--- src/rtl/child_seq_pkg.sv ---
// child_seq_pkg: shared state encoding and sizing constants for the child sequencer
package child_seq_pkg;
    localparam int DEF_N_CHILD = 5;
    localparam int IDX_W = 3;
    typedef enum logic [2:0] {S_IDLE, S_SCAN, S_LAUNCH, S_WAIT, S_FINISH} state_t;
endpackage

--- src/rtl/child_seq_timer.sv ---
// child_seq_timer: per-child WAIT timer that saturates at its last count instead of wrapping
module child_seq_timer #(
    parameter int TIMEOUT = 255
) (
    input  logic clk,
    input  logic rst,
    input  logic clear,
    input  logic enable,
    output logic expired
);
    localparam int W = $clog2(TIMEOUT + 1);
    localparam logic [W-1:0] LAST = W'(TIMEOUT - 1);
    logic [W-1:0] r_cnt;
    assign expired = (r_cnt == LAST);
    // count WAIT cycles; holding at LAST keeps the counter from wrapping
    always_ff @(posedge clk) begin
        if (rst || clear) r_cnt <= '0;
        else if (enable && !expired) r_cnt <= r_cnt + W'(1);
    end
endmodule

--- src/rtl/child_sequencer.sv ---
// child_sequencer: starts each enabled child in index order and waits for its done or a timeout
module child_sequencer
    import child_seq_pkg::*;
#(
    parameter int N_CHILD = DEF_N_CHILD,
    parameter int TIMEOUT = 255
) (
    input  logic               clk,
    input  logic               rst,
    input  logic               start_i,
    input  logic [N_CHILD-1:0] enable_mask_i,
    output logic [N_CHILD-1:0] child_start_o,
    input  logic [N_CHILD-1:0] child_done_i,
    output logic               busy_o,
    output logic               done_o,
    output logic [N_CHILD-1:0] err_o,
    output logic [IDX_W-1:0]   cur_idx_o
);
    localparam logic [IDX_W-1:0] LAST_IDX = IDX_W'(N_CHILD);
    localparam logic [N_CHILD-1:0] ONE = 1;
    state_t r_state, w_next;
    logic [IDX_W-1:0] r_idx, w_idx;
    logic [N_CHILD-1:0] r_mask, w_mask, r_err, w_err, w_sel;
    logic w_hit, w_expired;
    // w_sel is zero once idx reaches N_CHILD, so no out-of-range bit is ever used
    assign w_sel = ONE << r_idx;
    assign w_hit = |(child_done_i & w_sel);
    assign child_start_o = (r_state == S_LAUNCH) ? w_sel : '0;
    assign busy_o = (r_state != S_IDLE);
    assign done_o = (r_state == S_FINISH);
    assign err_o = r_err;
    assign cur_idx_o = r_idx;
    child_seq_timer #(.TIMEOUT(TIMEOUT)) u_timer (
        .clk     (clk),
        .rst     (rst),
        .clear   (r_state == S_LAUNCH),
        .enable  (r_state == S_WAIT),
        .expired (w_expired)
    );
    // state, index, latched mask and error flags
    always_ff @(posedge clk) begin
        if (rst) begin
            r_state <= S_IDLE;
            r_idx <= '0;
            r_mask <= '0;
            r_err <= '0;
        end else begin
            r_state <= w_next;
            r_idx <= w_idx;
            r_mask <= w_mask;
            r_err <= w_err;
        end
    end
    // next-state logic; a done in the timeout cycle wins over the error flag
    always_comb begin
        w_next = r_state;
        w_idx = r_idx;
        w_mask = r_mask;
        w_err = r_err;
        case (r_state)
            S_IDLE: if (start_i) begin
                w_next = S_SCAN;
                w_idx = '0;
                w_mask = enable_mask_i;
                w_err = '0;
            end
            S_SCAN: begin
                if (r_idx == LAST_IDX) w_next = S_FINISH;
                else if (|(r_mask & w_sel)) w_next = S_LAUNCH;
                else w_idx = r_idx + IDX_W'(1);
            end
            S_LAUNCH: w_next = S_WAIT;
            S_WAIT: if (w_hit || w_expired) begin
                w_next = S_SCAN;
                w_idx = r_idx + IDX_W'(1);
                if (!w_hit) w_err = r_err | w_sel;
            end
            S_FINISH: w_next = S_IDLE;
            default: w_next = S_IDLE;
        endcase
    end
endmodule
--- config.mk ---
export PLATFORM = sky130hd
export DESIGN_NAME = child_sequencer
export DESIGN_NICKNAME = d
export VERILOG_FILES = /design/src/rtl/child_seq_pkg.sv /design/src/rtl/child_seq_timer.sv /design/src/rtl/child_sequencer.sv
export SDC_FILE = /design/constraint.sdc
export NUM_CORES = 1
export LEC_CHECK = 0
export ABC_AREA = 1
export CORE_ASPECT_RATIO = 1.2
export CORE_MARGIN = 2
export CORE_UTILIZATION = 42
export CTS_BUF_LIST = sky130_fd_sc_hd__clkbuf_2
export DETAILED_ROUTE_END_ITERATION = 7
export GPL_ROUTABILITY_DRIVEN = 0
export GPL_TIMING_DRIVEN = 0
export PLACE_DENSITY_LB_ADDON = 0.1
export REMOVE_ABC_BUFFERS = 1
export SLEW_MARGIN = 20
export SYNTH_ARGS = -nofsm -noshare
export SYNTH_HDL_FRONTEND = slang
export SYNTH_HIERARCHICAL = 1
export SYNTH_SLANG_ARGS = --single-unit
--- constraint.sdc ---
create_clock -name clk -period 3.61 [get_ports clk]
set_input_delay 0.9025 -clock clk [delete_from_list [all_inputs] [get_ports clk]]
set_output_delay 0.9025 -clock clk [all_outputs]
set_load 0.05 [all_outputs]
==> results.sh, run 1 <==
export IMPL_run_status="finished, final reports clean"
export IMPL_initial_core_util=0.4340
export IMPL_synth_seq_cells=24
export IMPL_cp_cell_sequence="inv_1, nor3_1, inv_1, nor2_1, clkdlybuf4s50_1"
export IMPL_synth_distinct_cells=23
export IMPL_grt_pass1_wl_mm=5.444
export IMPL_hpwl_mm=2.449
export IMPL_synth_area_per_cell_sq_um=6.780
export IMPL_yosys_warnings=6
export IMPL_cts_root_buf="clkbuf_2"
export IMPL_nets=260
export IMPL_fin_crit_ps=3163
export IMPL_post_cts_buffers=0
export IMPL_drv_slew=0
export IMPL_overflow=0
export IMPL_fp_row_count=23
export IMPL_p_per_area_nw_per_um2=423.1
export IMPL_area_growth_pct=21.97
export IMPL_drv_cap=0
export IMPL_coreArea_sq_um=3281
export IMPL_fin_ws_ps=446.8
export IMPL_cp_arrival_ps=2260
export IMPL_period_share=0.8762
export IMPL_cts_resized_gates=0
export IMPL_placed_cell_area_sq_um=1718
export IMPL_clock_skew_ps=27.36
export IMPL_clockBufferDepth=2
export IMPL_required_ps=2710
export IMPL_n_antenna_cell=0
export IMPL_netlist_area_sq_um=1424
export IMPL_cpMaxStageDelayCell="clkdlybuf4s50_1"
export IMPL_fmax_mhz=316.1
export IMPL_synthXorXnorAreaFrac=0.01845
export IMPL_final_area_sq_um=1737
export IMPL_synthCells=210
export IMPL_path_class="flop to primary output"
export IMPL_cts_buffers=3
export IMPL_synth_fa_ha_area_frac=0.06151
export IMPL_chipWidth_um=57.15
export IMPL_grt_max_degree=14
export IMPL_path_clk_slew_ps=240
export IMPL_final_setup_viol_count=0
export IMPL_p_leak_nw=0.7561
export IMPL_synthSimpleGateAreaFrac=0.4033
export IMPL_synth_area_mux_share=0
export IMPL_htree_levels=1
export IMPL_wirelength_mm=3.140
export IMPL_ant_nets=0
export IMPL_synth_top_area_share=0.3374
export IMPL_synth_seq_area_share=0.3374
export IMPL_synth_compound_area_frac=0.07206
export IMPL_ys_top_cells_by_area="dfxtp_1 34%, nand2_1 12%, inv_1 8.2%, nor2_1 7.6%, ha_1 6.2%"
export IMPL_finalHoldViolCount=0
export IMPL_antenna_found_initial=0
export IMPL_final_common_cell="nand2_1"
export IMPL_grt_total_usage=0.1758
export IMPL_viasPerCell=5.047
export IMPL_yosysTopAreaCell="dfxtp_1"
export IMPL_drive_gt1_frac=0.07950
export IMPL_drt_iter0_drc=43
export IMPL_rsz0062_at_grt="false"
export IMPL_cp_end_kind="primary output"
export IMPL_portBuffers=27
export IMPL_hold_class="flop to flop"
export IMPL_vdd_drop_max_mv=0.3072
export IMPL_final_cell_mix="46 x nand2_1, 31 x inv_1, 29 x nor2_1, 27 x clkdlybuf4s50_1, 24 x dfxtp_1"
export IMPL_dp_worst_setup_slack_ps=848.7
export IMPL_clkLatencyLatePin_ps=350
export IMPL_start_kind="flop"
export IMPL_via_count=1393
export IMPL_die_area_sq_um=3874
export IMPL_max_slew_margin=0.6640
export IMPL_tns_ps=0
export IMPL_path_max_fanout=6
export IMPL_drc_errors=0
export IMPL_cts_hold_buf=0
export IMPL_tightest_slew_ps=502.5
export IMPL_wl_per_cell_um=11.38
export IMPL_io_pins=28
export IMPL_cts_sinks=24
export IMPL_die_y_um=67.78
export IMPL_cts_tree="yes"
export IMPL_crit_path_frequent_cell="inv_1"
export IMPL_grt_pass1_vias=1238
export IMPL_cpPeakStageDelay_ps=810
export IMPL_firstDrtPassIters=4
export IMPL_synth_top_family_by_area="simple AND/OR/NAND/NOR gates"
-- area by class of cell --
| type | instances | area (sq um) |
|---|---|---|
| Timing Repair Buffer | 27 | 270.3 |
| Tap cell | 37 | 46.29 |
| Clock inverter | 1 | 3.754 |
| Clock buffer | 3 | 15.01 |
| Inverter | 34 | 130.1 |
| Fill cell | 346 | 1544 |
| Sequential cell | 24 | 480.5 |
| Multi-Input combinational cell | 150 | 790.8 |
-- cell usage after synthesis, drive strengths merged --
master   n
buf      2
ha       7
nand2   52
nor2    32
or2      1
dfxtp   24
o21ai    4
nand3   18
nand4   13
xnor2    2
nor3     4
inv     34
a21oi   15
o21bai   1
xor2     1
-- final timing paths --
kind	cells after the start	end	slack [ps]	from
max	5	child_start_o[3]	450	r_state[1]
max reg2reg	11	cur_idx_o[0]	1700	cur_idx_o[2]
min reg2reg	2	err_o[4]	460	err_o[4]
min	2	err_o[4]	460	err_o[4]
-- power breakdown --
group          total [mW]  internal [mW]  switching [mW]
Combinational       0.313          0.107           0.206
Clock               0.106         0.0241          0.0818
Sequential          0.316          0.289          0.0269
-- worst max-delay path, delay by kind of cell, from the launching register on --
kind	cells	cell delay (ps)
buf+inv	3	1090
flops	1	490
simple gates	2	320
-- through the flow --
stage                     hold slack (ps)  power [mW]  instances  utilization
after detailed placement            443.3      0.6345        272       0.5236
after global placement              439.0      0.6345        272       0.5236
final                               463.3      0.7347        276       0.5294
after global routing                495.9      0.7886        276       0.5294
after floorplan                     429.5      0.5385        208            -
after CTS                           467.3      0.7397        276       0.5294
-- cells by family (layout without fill, tap and decap cells) --
family,after synthesis,count (layout)
fa+ha+maj,7,7
compound gates,20,20
buf+inv,36,65
xor+xnor,3,3
flops,24,24
simple gates,120,120
-- state kept, by name (all words and copies together), names as in the netlist --
name           flops
u_timer/r_cnt      8
err_o              5
r_mask             5
cur_idx_o          3
r_state            3
-- metal layers --
layer | track usage | vias up | routed length (um)
li1 | - | 728 | -
met1 | 0.2046 | 640 | 1441
met2 | 0.3290 | 23 | 1569
met3 | 0.02682 | 2 | 103
met4 | 0.05523 | 0 | 25
met5 | 0 | - | 0
Power figures use the tool's default switching activity.
==> inputs of run 2 (changes only) <==
Settings changed: PLACE_DENSITY_LB_ADDON 0.1 to 0.2.
==> run 2 against run 1 <==
  * Hold slack improved by 6.4 ps
  * Design area unchanged
  * Critical path type unchanged
  * Via count fell by 3.7%
  * Clock power rose by 7%
  * Clock skew up 8.8 ps
  * Critical path depth stayed put
  * Global-route usage fell by 0.38 points
  * Total power increased by 0.50%
  * Largest power group unchanged
  * Routed wire length fell by 1.9%
==> results.sh, run 2 (synthesized netlist as in run 1, its figures left out) <==
export IMPL_initial_core_util=0.4340
export IMPL_r2r_start="cur_idx_o[2]"
export IMPL_n_antenna_cell=0
export IMPL_io_pins=28
export IMPL_rsz0062_at_grt="false"
export IMPL_p_total_uw=738.4
export IMPL_htree_levels=1
export IMPL_vdd_drop_max_mv=0.2289
export IMPL_wirelength_mm=3.080
export IMPL_max_slew_margin=0.6643
export IMPL_fmax_mhz=310.0
export IMPL_final_setup_viol_count=0
export IMPL_whs_path_depth=2
export IMPL_cts_root_buf="clkbuf_2"
export IMPL_rr_endpoint="cur_idx_o[0]"
export IMPL_cp_end_kind="primary output"
export IMPL_post_cts_buffers=0
export IMPL_cts_hold_buf=0
export IMPL_overflow=0
export IMPL_hpwl_mm=2.394
export IMPL_finish_utilization=0.5294
export IMPL_fin_crit_ps=3226
export IMPL_largest_reg_flops=8
export IMPL_drv_cap=0
export IMPL_clock_skew_ps=36.17
export IMPL_clkLatencyLatePin_ps=380
export IMPL_cts_buffers=3
export IMPL_drive_gt1_frac=0.07950
export IMPL_die_y_um=67.78
export IMPL_start_kind="flop"
export IMPL_hold_path_startpoint="err_o[4]"
export IMPL_top_register="u_timer/r_cnt"
export IMPL_via_count=1341
export IMPL_grt_total_usage=0.1720
export IMPL_period_share=0.8935
export IMPL_cts_tree="yes"
export IMPL_wl_per_cell_um=11.16
export IMPL_drv_slew=0
export IMPL_portBuffers=27
export IMPL_tightest_slew_ps=501.9
export IMPL_run_status="finished, final reports clean"
export IMPL_hold_path_end="err_o[4]"
export IMPL_required_ps=2710
export IMPL_regArea_sq_um=480.5
export IMPL_drc_errors=0
export IMPL_final_common_cell="nand2_1"
export IMPL_finalHoldViolCount=0
export IMPL_cts_resized_gates=0
export IMPL_clockBufferDepth=2
export IMPL_die_area_sq_um=3874
export IMPL_path_class="flop to primary output"
export IMPL_cp_arrival_ps=2320
export IMPL_path_clk_slew_ps=270
export IMPL_ant_nets=0
export IMPL_reg2reg_depth=11
export IMPL_grt_pass1_vias=1183
export IMPL_drt_iter0_drc=60
export IMPL_fp_row_count=23
export IMPL_grt_pass1_wl_mm=5.112
export IMPL_multiInputGateArea_sq_um=790.8
export IMPL_coreArea_sq_um=3281
export IMPL_cts_sinks=24
export IMPL_grt_max_degree=14
export IMPL_r2r_slack_ps=1800
export IMPL_chipWidth_um=57.15
export IMPL_tns_ps=0
export IMPL_p_leak_nw=0.7561
export IMPL_viasPerCell=4.859
export IMPL_nets=260
export IMPL_area_growth_pct=21.97
export IMPL_p_per_area_nw_per_um2=425.2
export IMPL_path_max_fanout=6
export IMPL_holdWs_ps=469.7
export IMPL_firstDrtPassIters=6
export IMPL_antenna_found_initial=0
export IMPL_nFillCells=349
export IMPL_hold_class="flop to flop"
export IMPL_final_cell_mix="46 x nand2_1, 31 x inv_1, 29 x nor2_1, 27 x clkdlybuf4s50_1, 24 x dfxtp_1"
run 2: cell counts in the layout (fill, tap and decap cells not counted):
No cell type changed its count.
run 2: power by group:
part	switching, mW	internal [mW]	total, mW
registers	0.0264	0.290	0.316
logic	0.203	0.107	0.310
clock network	0.0887	0.0240	0.113
total	0.318	0.420	0.738
run 2: worst max-delay path, cell delays in order, from the launching register on:
cell and delay (ps):
dfxtp_1 500, inv_1 120, nor3_1 190, inv_1 170, nor2_1 150, clkdlybuf4s50_1 810
run 2: per-stage QoR:
step	area [sq um]	std cells	setup WS, ps
2_1_floorplan	1401	208	907.8
3_3_place_gp	1718	272	854.6
3_5_place_dp	1718	272	841.0
4_1_cts	1737	276	384.2
5_1_grt	1737	276	266.7
6_report	1737	276	384.4
run 2: worst max-delay path by stage:
stage | start | to | slack (ps) | cells after the start
final | r_state[1] | child_start_o[3] | 380 | 5
after global routing | r_state[1] | child_start_o[3] | 270 | 5
after CTS | r_state[1] | child_start_o[3] | 380 | 5
after detailed placement | r_state[1] | child_start_o[3] | 840 | 5
after global placement | r_state[1] | child_start_o[3] | 850 | 5
after floorplan | cur_idx_o[1] | child_start_o[3] | 910 | 4
run 2: cell type report:
cell class / count / area share
multi-input combinational: 150 / 0.4553
sequential: 24 / 0.2767
timing repair buffer: 27 / 0.1556
inverter: 34 / 0.07493
tap: 37 / 0.02666
clock buffer: 3 / 0.008646
clock inverter: 1 / 0.002161
run 2: routing by layer:
layer	vias up	GRT usage	routed length, um
met5	-	0	0
met4	0	0.06977	53
met3	5	0.03065	85
met2	20	0.3118	1509
met1	587	0.1995	1432
li1	729	-	-
==> edit, RTL diff (settings of run 2) <==
Encoding of `state_t`: now one-hot (5 bits for 5 states).
--- a/src/rtl/child_seq_pkg.sv
+++ b/src/rtl/child_seq_pkg.sv
@@ -2,6 +2,6 @@
 package child_seq_pkg;
     localparam int DEF_N_CHILD = 5;
     localparam int IDX_W = 3;
-    typedef enum logic [2:0] {S_IDLE, S_SCAN, S_LAUNCH, S_WAIT, S_FINISH} state_t;
+    typedef enum logic [4:0] {S_IDLE = 5'b00001, S_SCAN = 5'b00010, S_LAUNCH = 5'b00100, S_WAIT = 5'b01000, S_FINISH = 5'b10000} state_t;
 endpackage
 
Function: same outputs for any inputs over 10 cycles, from zero or initial values and one cycle with rst high; not proved beyond that.
==> edit against run 2 <==
Worst setup slack worse by 17 ps. Synthesized area rose by 7.5%. Total power is 18% higher. Wire length is 1.1% lower. Register-to-register slack worse by 40 ps. Count of clock-buffer cells in the layout is the same. Sequential cell count increased by 2. Sequential power is 12% higher. Combinational power rose by 30%. Cell area grew 6.1%. Critical path type unchanged. Critical endpoint is now child_start_o[1]. Highest routed layer unchanged.
==> edit: results (changes against run 2) <==
| Metric | Value |
|---|---|
| Status | `finished clean (unchanged)` |
| Via count | `1367 (was 1341)` |
| Slowest CP cell | `clkdlybuf4s50_1 (unchanged)` |
| Dominant cells by area after synthesis | `dfxtp_1 (34%), nand2_1 (11%), nand3_1 (7.2%), inv_1 (6.4%), nor2_1 (5.9%) (was dfxtp_1 (34%), nand2_1 (12%), inv_1 (8.2%), nor2_1 (7.6%), ha_1 (6.2%))` |
| 1st-iter DRT viols | `48 (was 60)` |
| Worst Path Max Fanout | `7 (was 6)` |
| Net Switching | `387 uW (was 318 uW)` |
| Pre-CTS setup slack | `765 ps (was 841 ps)` |
| WL final | `3050 um (was 3080 um)` |
| R2R Path End | `err_o[3] (was cur_idx_o[0])` |
| Setup crit end | `child_start_o[1] (was child_start_o[3])` |
| R2R depth | `9 (was 11)` |
| Fillers | `376 (was 349)` |
| Largest net degree at the start of global routing | `15 (was 14)` |
| Inverters | `32 (was 34)` |
| Global-route wire length before repair | `5440 um (was 5110 um)` |
| Max_slew headroom | `66.5% (was 66.4%)` |
| Initial DRT Pass Iterations | `4 (was 6)` |
| Sequential fraction of the synthesis area | `34.0% (was 33.7%)` |
| Setup WS post-layout | `368 ps (was 384 ps)` |
| Buffering overhead | `14.7% (was 15.6%)` |
| Layout Skew | `13.6 ps (was 36.2 ps)` |
| Hold_ws | `473 ps (was 470 ps)` |
| Max H-tree Level | `1 (unchanged)` |
| Clk_lat worst skew | `350 ps (was 380 ps)` |
| #MultiIn Comb | `151 (was 150)` |
| GR Util All Layers | `16.6% (was 17.2%)` |
| Number of global-route vias before repair | `1230 (was 1183)` |
| Layout cells sized above 1 | `14.6% (was 7.95%)` |
| Pleak | `0.000750 uW (was 0.000756 uW)` |
| Multi-input combinational area share | `46.6% (was 45.5%)` |
| Worst Setup SP | `r_state[0] (was r_state[1])` |
| Clock buf/inv share | `1.02% (was 1.08%)` |
| Final nets | `261 (was 260)` |
| Critical Path Max Stage Delay | `840 ps (was 810 ps)` |
| Hold Crit Start | `err_o[3] (was err_o[4])` |
| Max VDD drop | `225 uV (was 229 uV)` |
| Seq/total area | `28.3% (was 27.7%)` |
| Synth cell count leaders | `nand2_1 (43), dfxtp_1 (26), inv_1 (26) (was nand2_1 (46), inv_1 (31), nor2_1 (29))` |
| FFs & Latches | `26 (was 24)` |
| Number of unique standard cell types used by synthesis | `28 (was 23)` |
| Worst-path clk slew | `250 ps (was 270 ps)` |
-- edit: cell count changes after synthesis, sizes merged --
cell	delta
nand3	+9
nand4	-8
a21oi	+4
dfxtp	+2
inv	-2
nor3	-2
nor4	+2
o21ai	-2
a31oi	+1
clkbuf	+1
nand2	-1
o21bai	-1
or2	-1
-- edit: cell families (layout without fill, tap and decap cells) --
group | Yosys count | in the layout | share of synthesized area [%]
adder cells (fa/ha/maj) | 7 | 7 | 5.72
XOR/XNOR | 3 | 3 | 1.72
buffers and inverters | 35 | 63 | 9.89
AO/OA/AOI/OAI | 22 | 22 | 8.26
flip-flops | 26 | 26 | 34.0
AND/OR/NAND/NOR | 119 | 119 | 40.4
-- edit: per-stage QoR --
step | area (sq um) | cells
3_3_place_gp | 1820 | 275
3_5_place_dp | 1820 | 275
6_report | 1840 | 279
5_1_grt | 1840 | 279
2_1_floorplan | 1500 | 209
4_1_cts | 1840 | 279
-- edit: power groups by stage --
stage          registers [uW]  logic, uW  clock network (uW)
2_1_floorplan             417        240                   0
4_1_cts                   355        407                 119
5_1_grt                   360        449                 129
6_report                  355        403                 110
3_5_place_dp              361        406                   0
3_3_place_gp              361        407                   0
-- edit: worst max-delay path: cells and delay by family (launching register included) --
family                 cells  cell delay [ps]
buffers and inverters      3             1090
AND/OR/NAND/NOR            3              500
flip-flops                 1              400
-- edit: routing by layer --
| metal | global-route usage (%) | routed length [um] | vias to the layer above |
|---|---|---|---|
| met1 | 21.1 | 1380 | 617 |
| met3 | 1.67 | 77 | 2 |
| met2 | 28.5 | 1560 | 18 |
| met5 | 0 | 0 | - |
| met4 | 5.30 | 25 | 0 |
| li1 | - | - | 730 |
